--- src/rtl/gpu_pkg.sv ---
// Shared GPU front-end definitions: input-assembler FSM states and frame constants.
package gpu_pkg;

  typedef enum logic [1:0] {
    IA_HUNT    = 2'd0,
    IA_PAYLOAD = 2'd1,
    IA_CHECK   = 2'd2
  } ia_state_e;

  localparam logic [7:0] IA_HEADER         = 8'hA5;
  localparam int         IA_PAYLOAD_LEN    = 55;
  // Pad slot: still strobed out, the register decoder drops it.
  localparam int         IA_PAD_IDX        = 50;
  localparam int         IA_TIMEOUT_CYCLES = 20000;

endpackage

--- src/rtl/ia_gap_timer.sv ---
// Saturating 16-bit idle counter; expire_o marks the last idle cycle before a link timeout.
module ia_gap_timer #(
  parameter int TIMEOUT_CYCLES = 20000
) (
  input  logic clk,
  input  logic rst_n,
  input  logic clr_i,
  input  logic en_i,
  output logic expire_o
);

  // Expiry fires on the cycle where the count would reach TIMEOUT_CYCLES-1.
  localparam logic [15:0] EXPIRE_AT = 16'(TIMEOUT_CYCLES - 2);

  logic [15:0] gap_q, gap_d;

  always_comb begin
    gap_d = gap_q;
    if (clr_i || !en_i) begin
      gap_d = '0;
    end else if (gap_q != 16'hFFFF) begin
      gap_d = gap_q + 16'd1;
    end
  end

  always_ff @(posedge clk or negedge rst_n) begin
    if (!rst_n) begin
      gap_q <= '0;
    end else begin
      gap_q <= gap_d;
    end
  end

  assign expire_o = en_i && !clr_i && (gap_q == EXPIRE_AT);

endmodule

--- src/rtl/ia_frame_sequencer.sv ---
// Turns the UART byte stream into indexed triangle-register writes and a frame-ready pulse.
module ia_frame_sequencer
  import gpu_pkg::*;
#(
  parameter logic [7:0] HEADER         = IA_HEADER,
  parameter int         PAYLOAD_LEN    = IA_PAYLOAD_LEN,
  parameter int         TIMEOUT_CYCLES = IA_TIMEOUT_CYCLES
) (
  input  logic       clk,
  input  logic       rst_n,
  input  logic [7:0] rx_data,
  input  logic       rx_done,
  output logic [7:0] read_data,
  output logic [5:0] idx,
  output logic       update_reg,
  output logic       pc_ready,
  output logic       frame_err,
  output logic       busy
);

  localparam logic [5:0] LAST_IDX = 6'(PAYLOAD_LEN - 1);

  ia_state_e  state_q;
  logic [5:0] cnt_q;
  logic [7:0] csum_q;
  logic [7:0] read_data_q;
  logic [5:0] idx_q;
  logic       update_reg_q;
  logic       pc_ready_q;
  logic       frame_err_q;
  logic       busy_q;
  logic       expire;

  ia_gap_timer #(
    .TIMEOUT_CYCLES(TIMEOUT_CYCLES)
  ) u_gap_timer (
    .clk     (clk),
    .rst_n   (rst_n),
    .clr_i   (rx_done),
    .en_i    (state_q != IA_HUNT),
    .expire_o(expire)
  );

  always_ff @(posedge clk or negedge rst_n) begin
    if (!rst_n) begin
      state_q      <= IA_HUNT;
      cnt_q        <= '0;
      csum_q       <= '0;
      read_data_q  <= '0;
      idx_q        <= '0;
      update_reg_q <= 1'b0;
      pc_ready_q   <= 1'b0;
      frame_err_q  <= 1'b0;
      busy_q       <= 1'b0;
    end else begin
      update_reg_q <= 1'b0;
      pc_ready_q   <= 1'b0;
      case (state_q)
        IA_HUNT: begin
          if (rx_done && rx_data == HEADER) begin
            state_q <= IA_PAYLOAD;
            cnt_q   <= '0;
            csum_q  <= '0;
            busy_q  <= 1'b1;
          end
        end
        IA_PAYLOAD: begin
          // A header value inside the payload is plain data; no resync.
          if (rx_done) begin
            read_data_q  <= rx_data;
            idx_q        <= cnt_q;
            update_reg_q <= 1'b1;
            csum_q       <= csum_q ^ rx_data;
            cnt_q        <= cnt_q + 6'd1;
            if (cnt_q == LAST_IDX) begin
              state_q <= IA_CHECK;
            end
          end else if (expire) begin
            state_q     <= IA_HUNT;
            frame_err_q <= 1'b1;
            busy_q      <= 1'b0;
          end
        end
        IA_CHECK: begin
          if (rx_done) begin
            if (rx_data == csum_q) begin
              pc_ready_q  <= 1'b1;
              frame_err_q <= 1'b0;
            end else begin
              frame_err_q <= 1'b1;
            end
            state_q <= IA_HUNT;
            busy_q  <= 1'b0;
          end else if (expire) begin
            state_q     <= IA_HUNT;
            frame_err_q <= 1'b1;
            busy_q      <= 1'b0;
          end
        end
        default: begin
          state_q <= IA_HUNT;
          busy_q  <= 1'b0;
        end
      endcase
    end
  end

  assign read_data  = read_data_q;
  assign idx        = idx_q;
  assign update_reg = update_reg_q;
  assign pc_ready   = pc_ready_q;
  assign frame_err  = frame_err_q;
  assign busy       = busy_q;

endmodule

--- config.mk ---
export PLATFORM = sky130hd
export DESIGN_NAME = ia_frame_sequencer
export DESIGN_NICKNAME = d
export VERILOG_FILES = /design/src/rtl/gpu_pkg.sv /design/src/rtl/ia_gap_timer.sv /design/src/rtl/ia_frame_sequencer.sv
export SDC_FILE = /design/constraint.sdc
export NUM_CORES = 1
export LEC_CHECK = 0
export ABC_AREA = 1
export CELL_PAD_IN_SITES_DETAIL_PLACEMENT = 1
export CELL_PAD_IN_SITES_GLOBAL_PLACEMENT = 2
export CORE_MARGIN = 2
export CORE_UTILIZATION = 37
export CTS_BUF_LIST = sky130_fd_sc_hd__clkbuf_4
export CTS_CLUSTER_DIAMETER = 60
export DETAILED_ROUTE_END_ITERATION = 8
export PLACE_DENSITY_LB_ADDON = 0.1
export SLEW_MARGIN = 0
export SYNTH_ARGS = -nofsm -noshare
export SYNTH_HDL_FRONTEND = slang
export SYNTH_SLANG_ARGS = --single-unit
--- constraint.sdc ---
create_clock -name clk -period 2.58 [get_ports clk]
set_clock_uncertainty 0.15 [all_clocks]
set_input_delay 0.645 -clock clk [delete_from_list [all_inputs] [get_ports clk]]
set_output_delay 0.645 -clock clk [all_outputs]
set_load 0.02 [all_outputs]
==> results of run 1 <==
[cells in the mapped netlist]
master                       n
sky130_fd_sc_hd__a31oi_1     1
sky130_fd_sc_hd__nor2_1     34
sky130_fd_sc_hd__a21oi_1     3
sky130_fd_sc_hd__nand4_2     2
sky130_fd_sc_hd__o21a_1      1
sky130_fd_sc_hd__nand4_1     8
sky130_fd_sc_hd__dfrtp_1    50
sky130_fd_sc_hd__clkbuf_2    1
sky130_fd_sc_hd__buf_4       3
sky130_fd_sc_hd__a21o_1      1
sky130_fd_sc_hd__nor2_2      1
sky130_fd_sc_hd__xor2_1      7
sky130_fd_sc_hd__clkbuf_1    3
sky130_fd_sc_hd__nor3_2      2
sky130_fd_sc_hd__inv_2       2
sky130_fd_sc_hd__xnor2_1     1
sky130_fd_sc_hd__nand3b_1    2
sky130_fd_sc_hd__and3_1      1
sky130_fd_sc_hd__clkinv_1    1
sky130_fd_sc_hd__nor3_1      3
sky130_fd_sc_hd__ha_1        4
sky130_fd_sc_hd__nand2_2     1
sky130_fd_sc_hd__nand2_1   106
sky130_fd_sc_hd__o21bai_1    2
sky130_fd_sc_hd__o21ai_0    15
sky130_fd_sc_hd__nand3_1    44
sky130_fd_sc_hd__nor2_4      1
sky130_fd_sc_hd__inv_1      27
sky130_fd_sc_hd__buf_6       2
sky130_fd_sc_hd__nor3b_1     1
sky130_fd_sc_hd__or2_2       3
[cells by family after synthesis]
logic type	synth area share (%)
AOI/OAI and AO/OA	4.863
and+or+nand+nor	35.68
buffers and inverters	6.692
DFF	48.15
adders and majority gates	1.926
xor gates and xnor gates	2.696
[metrics by stage]
| stage | utilization, % | hold slack (ns) | cells |
|---|---|---|---|
| after floorplan | - | 0.1994 | 333 |
| after global placement | 44.38 | 0.3170 | 459 |
| after detailed placement | 44.38 | 0.3226 | 459 |
| after CTS | 45.87 | 0.1117 | 467 |
| after global routing | 45.87 | 0.1161 | 467 |
| final | 45.87 | 0.09452 | 467 |
[power by group]
group	switching, mW	total, mW	leakage, nW	internal, mW
Combinational	0.620	1.07	0.868	0.453
Sequential	0.173	1.19	0.645	1.02
Clock	0.255	0.554	0.0528	0.299
[final timing paths]
| kind | slack [ns] | cells after the start | from | end |
|---|---|---|---|---|
| min in group clk | 0.35 | 2 | idx[1] | idx[1] |
| setup / recovery | 0.38 | 1 | busy | busy |
| hold reg to reg | 0.35 | 2 | idx[1] | idx[1] |
| hold / removal | 0.09 | 1 | rst_n | u_gap_timer.gap_q[13] |
| setup reg to reg | 0.83 | 6 | state_q[0] | u_gap_timer.gap_q[6] |
| max in group asynchronous | 1.57 | 2 | rst_n | idx[4] |
[per-layer routing]
metal | vias to the layer above | global-route usage (%) | routed length (µm) | share of wire, %
li1 | 1146 | - | - | -
met1 | 1094 | 27.58 | 3533 | 52
met2 | 21 | 29.34 | 3044 | 45
met3 | 3 | 3.205 | 149 | 2.2
met4 | 0 | 3.357 | 21 | 0.31
met5 | - | 0 | 0 | 0
[layout make-up]
| class | count | area, µm² | share of cell area (%) |
|---|---|---|---|
| clock buffers | 5 | 37.54 | 1.204 |
| inverters | 30 | 112.6 | 3.613 |
| repair buffers | 39 | 357.8 | 11.48 |
| flip-flops and latches | 50 | 1251 | 40.14 |
| well taps | 96 | 120.1 | 3.854 |
| multi-input cells | 244 | 1174 | 37.66 |
| clock inverters | 3 | 63.81 | 2.047 |
[placed cells by master, fill, tap and decap left out, types with 2 or more instances in the layout]
cell                              synthesis  routed
sky130_fd_sc_hd__a21oi_1                  3       3
sky130_fd_sc_hd__buf_4                    3      11
sky130_fd_sc_hd__bufinv_16                0       2
sky130_fd_sc_hd__clkbuf_4                 0       5
sky130_fd_sc_hd__clkdlybuf4s50_1          0      27
sky130_fd_sc_hd__clkinv_1                 1       2
sky130_fd_sc_hd__dfrtp_1                 50      50
sky130_fd_sc_hd__ha_1                     4       4
sky130_fd_sc_hd__inv_1                   27      27
sky130_fd_sc_hd__inv_2                    2       2
sky130_fd_sc_hd__nand2_1                106     106
sky130_fd_sc_hd__nand3_1                 44      44
sky130_fd_sc_hd__nand3b_1                 2       2
sky130_fd_sc_hd__nand4_1                  8       8
sky130_fd_sc_hd__nand4_2                  2       2
sky130_fd_sc_hd__nor2_1                  34      34
sky130_fd_sc_hd__nor3_1                   3       3
sky130_fd_sc_hd__nor3_2                   2       2
sky130_fd_sc_hd__o21ai_0                 15      15
sky130_fd_sc_hd__o21bai_1                 2       2
sky130_fd_sc_hd__or2_2                    3       3
sky130_fd_sc_hd__xor2_1                   7       7
==> impl_metrics.yaml, run 1 <==
layout:
  fin_area_um2: 3117
  antenna_cells: 0
  most_flop_heavy_register: "u_gap_timer.gap_q"
  layout-area-overhead-vs-synth_pct: 19.93
  fill_cells: 861
  nets: 385
  largest_register_ffs: 16
  layout-drive-gt1-share_pct: 8.356
sta:
  min_period_over_period_pct: 85.18
  total_negative_setup_slacks_ns: 0
  worst_pin_slew_ns: 0.5670
  finalHoldViolations: 0
  clock.fmax_mhz: 455.0
  grt_setup_unrepaired: "false"
  timing.final.max_slew_violations: 0
  min_period_ns: 2.198
  worst_slack_ns: 0.3824
  slew_headroom_pct: 62.20
  timing.final.setup_violations: 0
grt:
  global_route_wire_length_before_repair_mm: 11.39
  global_route.usage.total_pct: 18.74
  grt_remaining_overflow: 0
  pin_count_of_the_biggest_net_entering_global_routing: 25
  antenna_found_initial: 0
  first_global_vias: 2298
run:
  timing.max_cap.violations: 0
clock_tree:
  cts.clk_slew.worst_paths_ns: 0.15
  worst_skew_pair.late_latency_ns: 0.36
  cts.root.buffer_cell: "sky130_fd_sc_hd__clkbuf_4"
  htree_levels: 2
  post-cts-setup-buffers: 0
  numCtsBuffers: 5
  clock_sinks: 50
  post_cts_hold_buffer_count: 0
  cts.path.max_buffers: 2
  tritoncts: "yes"
  cts_repair_resize_count: 0
setup_path:
  cpPeakStageDelay_ns: 0.62
  crit_fanout: 3
  required_ns: 1.78
  cpMaxStageDelayCell: "sky130_fd_sc_hd__clkdlybuf4s50_1"
  cp-start-kind: "register"
  critical_path_data_arrival_time_ns: 1.40
  crit_family: "buffers and inverters"
  number_of_buffer_and_inverter_instances_along_the_worst_setup_path: 1
  endpoint_kind: "output port"
  cp_cell_sequence: "clkdlybuf4s50_1"
  crit_type: "reg2out"
floorplanning:
  floorplan.die_area_um2: 7710
  starting_density_of_the_core_pct: 38.25
  core_um2: 6794
  ioPinCount: 29
  num_rows: 30
  die-height_um: 87.81
  die_w_um: 87.81
routing:
  drt-pass1-iter-count: 4
  antenna_violating_nets_post_route: 0
  total_drc_errors_in_the_routed_layout: 0
  totalWireLength_mm: 6.749
  route.detailed.wl_per_inst_um: 14.45
  routed-via-count: 2264
  first_iter_violations: 62
  detail_route.vias_per_cell: 4.848
status:
  outcome: "completed"
yosys:
  post_synth_main_area_contributors: "sky130_fd_sc_hd__dfrtp_1 48%, sky130_fd_sc_hd__nand2_1 15%, sky130_fd_sc_hd__nand3_1 8.5%, sky130_fd_sc_hd__nor2_1 4.9%, sky130_fd_sc_hd__inv_1 3.9%"
  portion_of_the_post_synthesis_area_used_by_sequential_elements_pct: 48.15
  synthesis.area_um2: 2599
  yosysWarningCount: 0
  syn_avg_cell_area_um2: 7.804
  synth_top_area_share_pct: 48.15
  synth_seq_cells: 50
  synth_cells: 333
  yosys.cell_types.count: 31
  synthesis.nets: 348
  area_leader_netlist: "sky130_fd_sc_hd__dfrtp_1"
placement:
  globalplace.congestion: 0.8254
  placed_area_um2: 3015
  place_worst_setup_slack_ns: 0.2661
  numPortBuffers: 28
  hpwl_mm: 5.171
hold_path:
  worst_hold_path_type: "in2async"
power_and_ir_drop:
  p_leak_nw: 1.566
  power.density_cell_area_nw_per_um2: 903.7
  finalPower_mw: 2.816
  vdd_drop_max_mv: 0.3489
No activity file was read; power rests on OpenSTA's default activity.
==> run 2: changes to the inputs <==
==> constraint.sdc (replaced) <==
create_clock -name clk -period 2.6 [get_ports clk]
set_clock_uncertainty 0.15 [all_clocks]
set_input_delay 0.65 -clock clk [delete_from_list [all_inputs] [get_ports clk]]
set_output_delay 0.65 -clock clk [all_outputs]
set_load 0.02 [all_outputs]
==> results of run 2 <==
Same layout as run 1 (identical final DEF). Status: completed.
Main changes from that run: setup slack after placement 0.2661 ns -> 0.2811 ns; setup slack after layout 0.3824 ns -> 0.3974 ns; hold slack 0.09452 ns -> 0.09952 ns; register-to-register setup slack 0.83 ns -> 0.85 ns; total power 2.816 mW -> 2.795 mW; worst IR drop on VDD 0.3489 mV -> 0.3462 mV
==> run 3: changes to the inputs <==
--- a/config.mk
+++ b/config.mk
@@ -9,7 +9,7 @@
 export CELL_PAD_IN_SITES_DETAIL_PLACEMENT = 1
 export CELL_PAD_IN_SITES_GLOBAL_PLACEMENT = 2
 export CORE_MARGIN = 2
-export CORE_UTILIZATION = 37
+export CORE_UTILIZATION = 31
 export CTS_BUF_LIST = sky130_fd_sc_hd__clkbuf_4
 export CTS_CLUSTER_DIAMETER = 60
 export DETAILED_ROUTE_END_ITERATION = 8
==> constraint.sdc (replaced) <==
create_clock -name clk -period 2 [get_ports clk]
set_clock_uncertainty 0.15 [all_clocks]
set_input_delay 0.5 -clock clk [delete_from_list [all_inputs] [get_ports clk]]
set_output_delay 0.5 -clock clk [all_outputs]
set_load 0.02 [all_outputs]
==> run 3 against run 2 <==
Compared with the run above:
- worst setup slack lost 0.18 ns
- sequential power grew 31%
- routed wire length grew 2.1%
- critical path depth is the same
- largest power group unchanged
- non-clock buffer count grew 19
- count of clock-buffer cells in the layout is the same
- critical path type unchanged
==> impl_metrics.yaml, run 3 (synthesis gave the netlist of run 1 again) <==
setup_path:
  required_ns: 1.35
  crit_type: "reg2out"
  cp-start-kind: "register"
  cp_cell_sequence: "dlygate4sd2_1"
  number_of_buffer_and_inverter_instances_along_the_worst_setup_path: 1
  cpMaxStageDelayCell: "sky130_fd_sc_hd__dfrtp_1"
  cpPeakStageDelay_ns: 0.43
  critical_path_data_arrival_time_ns: 1.13
  endpoint_kind: "output port"
  crit_fanout: 3
  crit_family: "flip-flops"
sta:
  worst_pin_slew_ns: 0.4660
  finalHoldViolations: 0
  worst_slack_ns: 0.2207
  timing.final.max_slew_violations: 0
  min_period_ns: 1.779
  slew_headroom_pct: 68.87
  clock.fmax_mhz: 562.0
  grt_setup_unrepaired: "false"
  timing.final.setup_violations: 0
  min_period_over_period_pct: 88.97
placement:
  hpwl_mm: 5.327
  globalplace.congestion: 0.8028
  place_worst_setup_slack_ns: -0.1235
  numPortBuffers: 28
clock_tree:
  cts.clk_slew.worst_paths_ns: 0.14
  cts.path.max_buffers: 2
  numCtsBuffers: 5
  htree_levels: 2
  clock_sinks: 50
  worst_skew_pair.late_latency_ns: 0.37
  cts.root.buffer_cell: "sky130_fd_sc_hd__clkbuf_4"
  tritoncts: "yes"
floorplanning:
  ioPinCount: 29
  die-height_um: 95.56
  die_w_um: 95.56
  floorplan.die_area_um2: 9132
  core_um2: 8175
  starting_density_of_the_core_pct: 31.79
  num_rows: 33
layout:
  layout-area-overhead-vs-synth_pct: 25.04
  antenna_cells: 0
  largest_register_ffs: 16
  final_common_cell: "sky130_fd_sc_hd__nand2_1"
  sequential_cell_area_um2: 1251
  layout-drive-gt1-share_pct: 12.34
  nets: 404
  fill_cells: 1031
  multiInputGateArea_um2: 1174
  highest_count_cells_in_the_layout_ignoring_fill_and_taps: "106 x sky130_fd_sc_hd__nand2_1, 50 x sky130_fd_sc_hd__dfrtp_1, 44 x sky130_fd_sc_hd__nand3_1, 34 x sky130_fd_sc_hd__nor2_1"
  fin_util_pct: 39.75
  most_flop_heavy_register: "u_gap_timer.gap_q"
power_and_ir_drop:
  part_of_the_power_in_combinational_logic_pct: 38.8
  p_leak_nw: 1.707
  internal-power_mw: 2.119
  vdd_drop_max_mv: 0.5179
  power_switching_share_pct: 38.88
  power.density_cell_area_nw_per_um2: 1067
  sequentialPowerShare_pct: 44.3
  share_clk_of_total_power_pct: 16.9
  power_switching_mw: 1.348
  finalPower_mw: 3.467
routing:
  totalWireLength_mm: 6.894
  first_iter_violations: 36
  detail_route.vias_per_cell: 4.751
  total_drc_errors_in_the_routed_layout: 0
  drt-pass1-iter-count: 4
  antenna_violating_nets_post_route: 0
  routed-via-count: 2347
  route.detailed.wl_per_inst_um: 13.96
grt:
  pin_count_of_the_biggest_net_entering_global_routing: 20
  grt_remaining_overflow: 0
  first_global_vias: 2532
  global_route.usage.total_pct: 16.90
  antenna_found_initial: 0
  global_route_wire_length_before_repair_mm: 12.06
hold_path:
  worst_hold_path_type: "reg2reg"
status:
  outcome: "completed"
run:
  timing.max_cap.violations: 0
==> run 3: cell types whose count changed in the layout (fill, tap and decap cells not counted), sizes merged <==
| cell | delta |
|---|---|
| dlygate4sd2 | +17 |
| clkdlybuf4s50 | -18 |
| buf | +18 |
| dlygate4sd3 | +1 |
| dlymetal6s2s | +1 |
| bufinv | -1 |
==> run 3: repair_timing <==
item                                    CTS  global route
hold endpoints to repair                  6             0
hold buffers                              1             0
gates resized for setup                  17             1
setup buffers                             0             0
endpoints found under the setup margin   17             1
==> run 3: through the flow <==
step / area, µm² / instances / hold slack (ns) / setup TNS, ns
finish: 3249 / 494 / 0.3478 / 0
global route: 3249 / 494 / 0.3635 / 0
floorplan: 2599 / 333 / 0.05441 / 0
CTS: 3247 / 494 / 0.3566 / 0
global placement: 3187 / 486 / 0.2578 / -1.288
detailed placement: 3187 / 486 / 0.2570 / -2.113
==> run 3: metal layers <==
layer,track usage [%],vias to the layer above,wire length [µm]
li1,-,1182,-
met1,21.70,1134,3226
met2,29.37,23,3463
met3,2.846,8,111
met4,4.405,0,93
met5,0,-,0
==> run 3: path summary, 6_finish.rpt <==
check	start	to	slack, ns	cells past startpoint
min reg2reg	idx[1]	idx[1]	0.35	2
max reg2reg	u_gap_timer.gap_q[1]	u_gap_timer.gap_q[6]	0.27	6
min	idx[1]	idx[1]	0.35	2
min in group asynchronous	rst_n	u_gap_timer.gap_q[13]	0.38	2
max in group asynchronous	rst_n	read_data[5]	0.84	3
max	busy	busy	0.22	1
==> run 3: cell type report <==
type	count	share of cell area, %
tap	105	4.043
sequential	50	38.51
clock buffer	5	1.155
clock inverter	2	1.040
multi-input combinational	244	36.12
inverter	30	3.466
timing repair buffer	58	15.67
==> run 3: power groups by stage <==
stage | combinational [mW] | clock, mW | sequential, mW
after global placement | 1.44 | 0 | 1.56
after floorplan | 0.679 | 0 | 1.69
after CTS | 1.38 | 0.624 | 1.54
after global routing | 1.54 | 0.663 | 1.59
after detailed placement | 1.47 | 0 | 1.57
final | 1.34 | 0.587 | 1.54
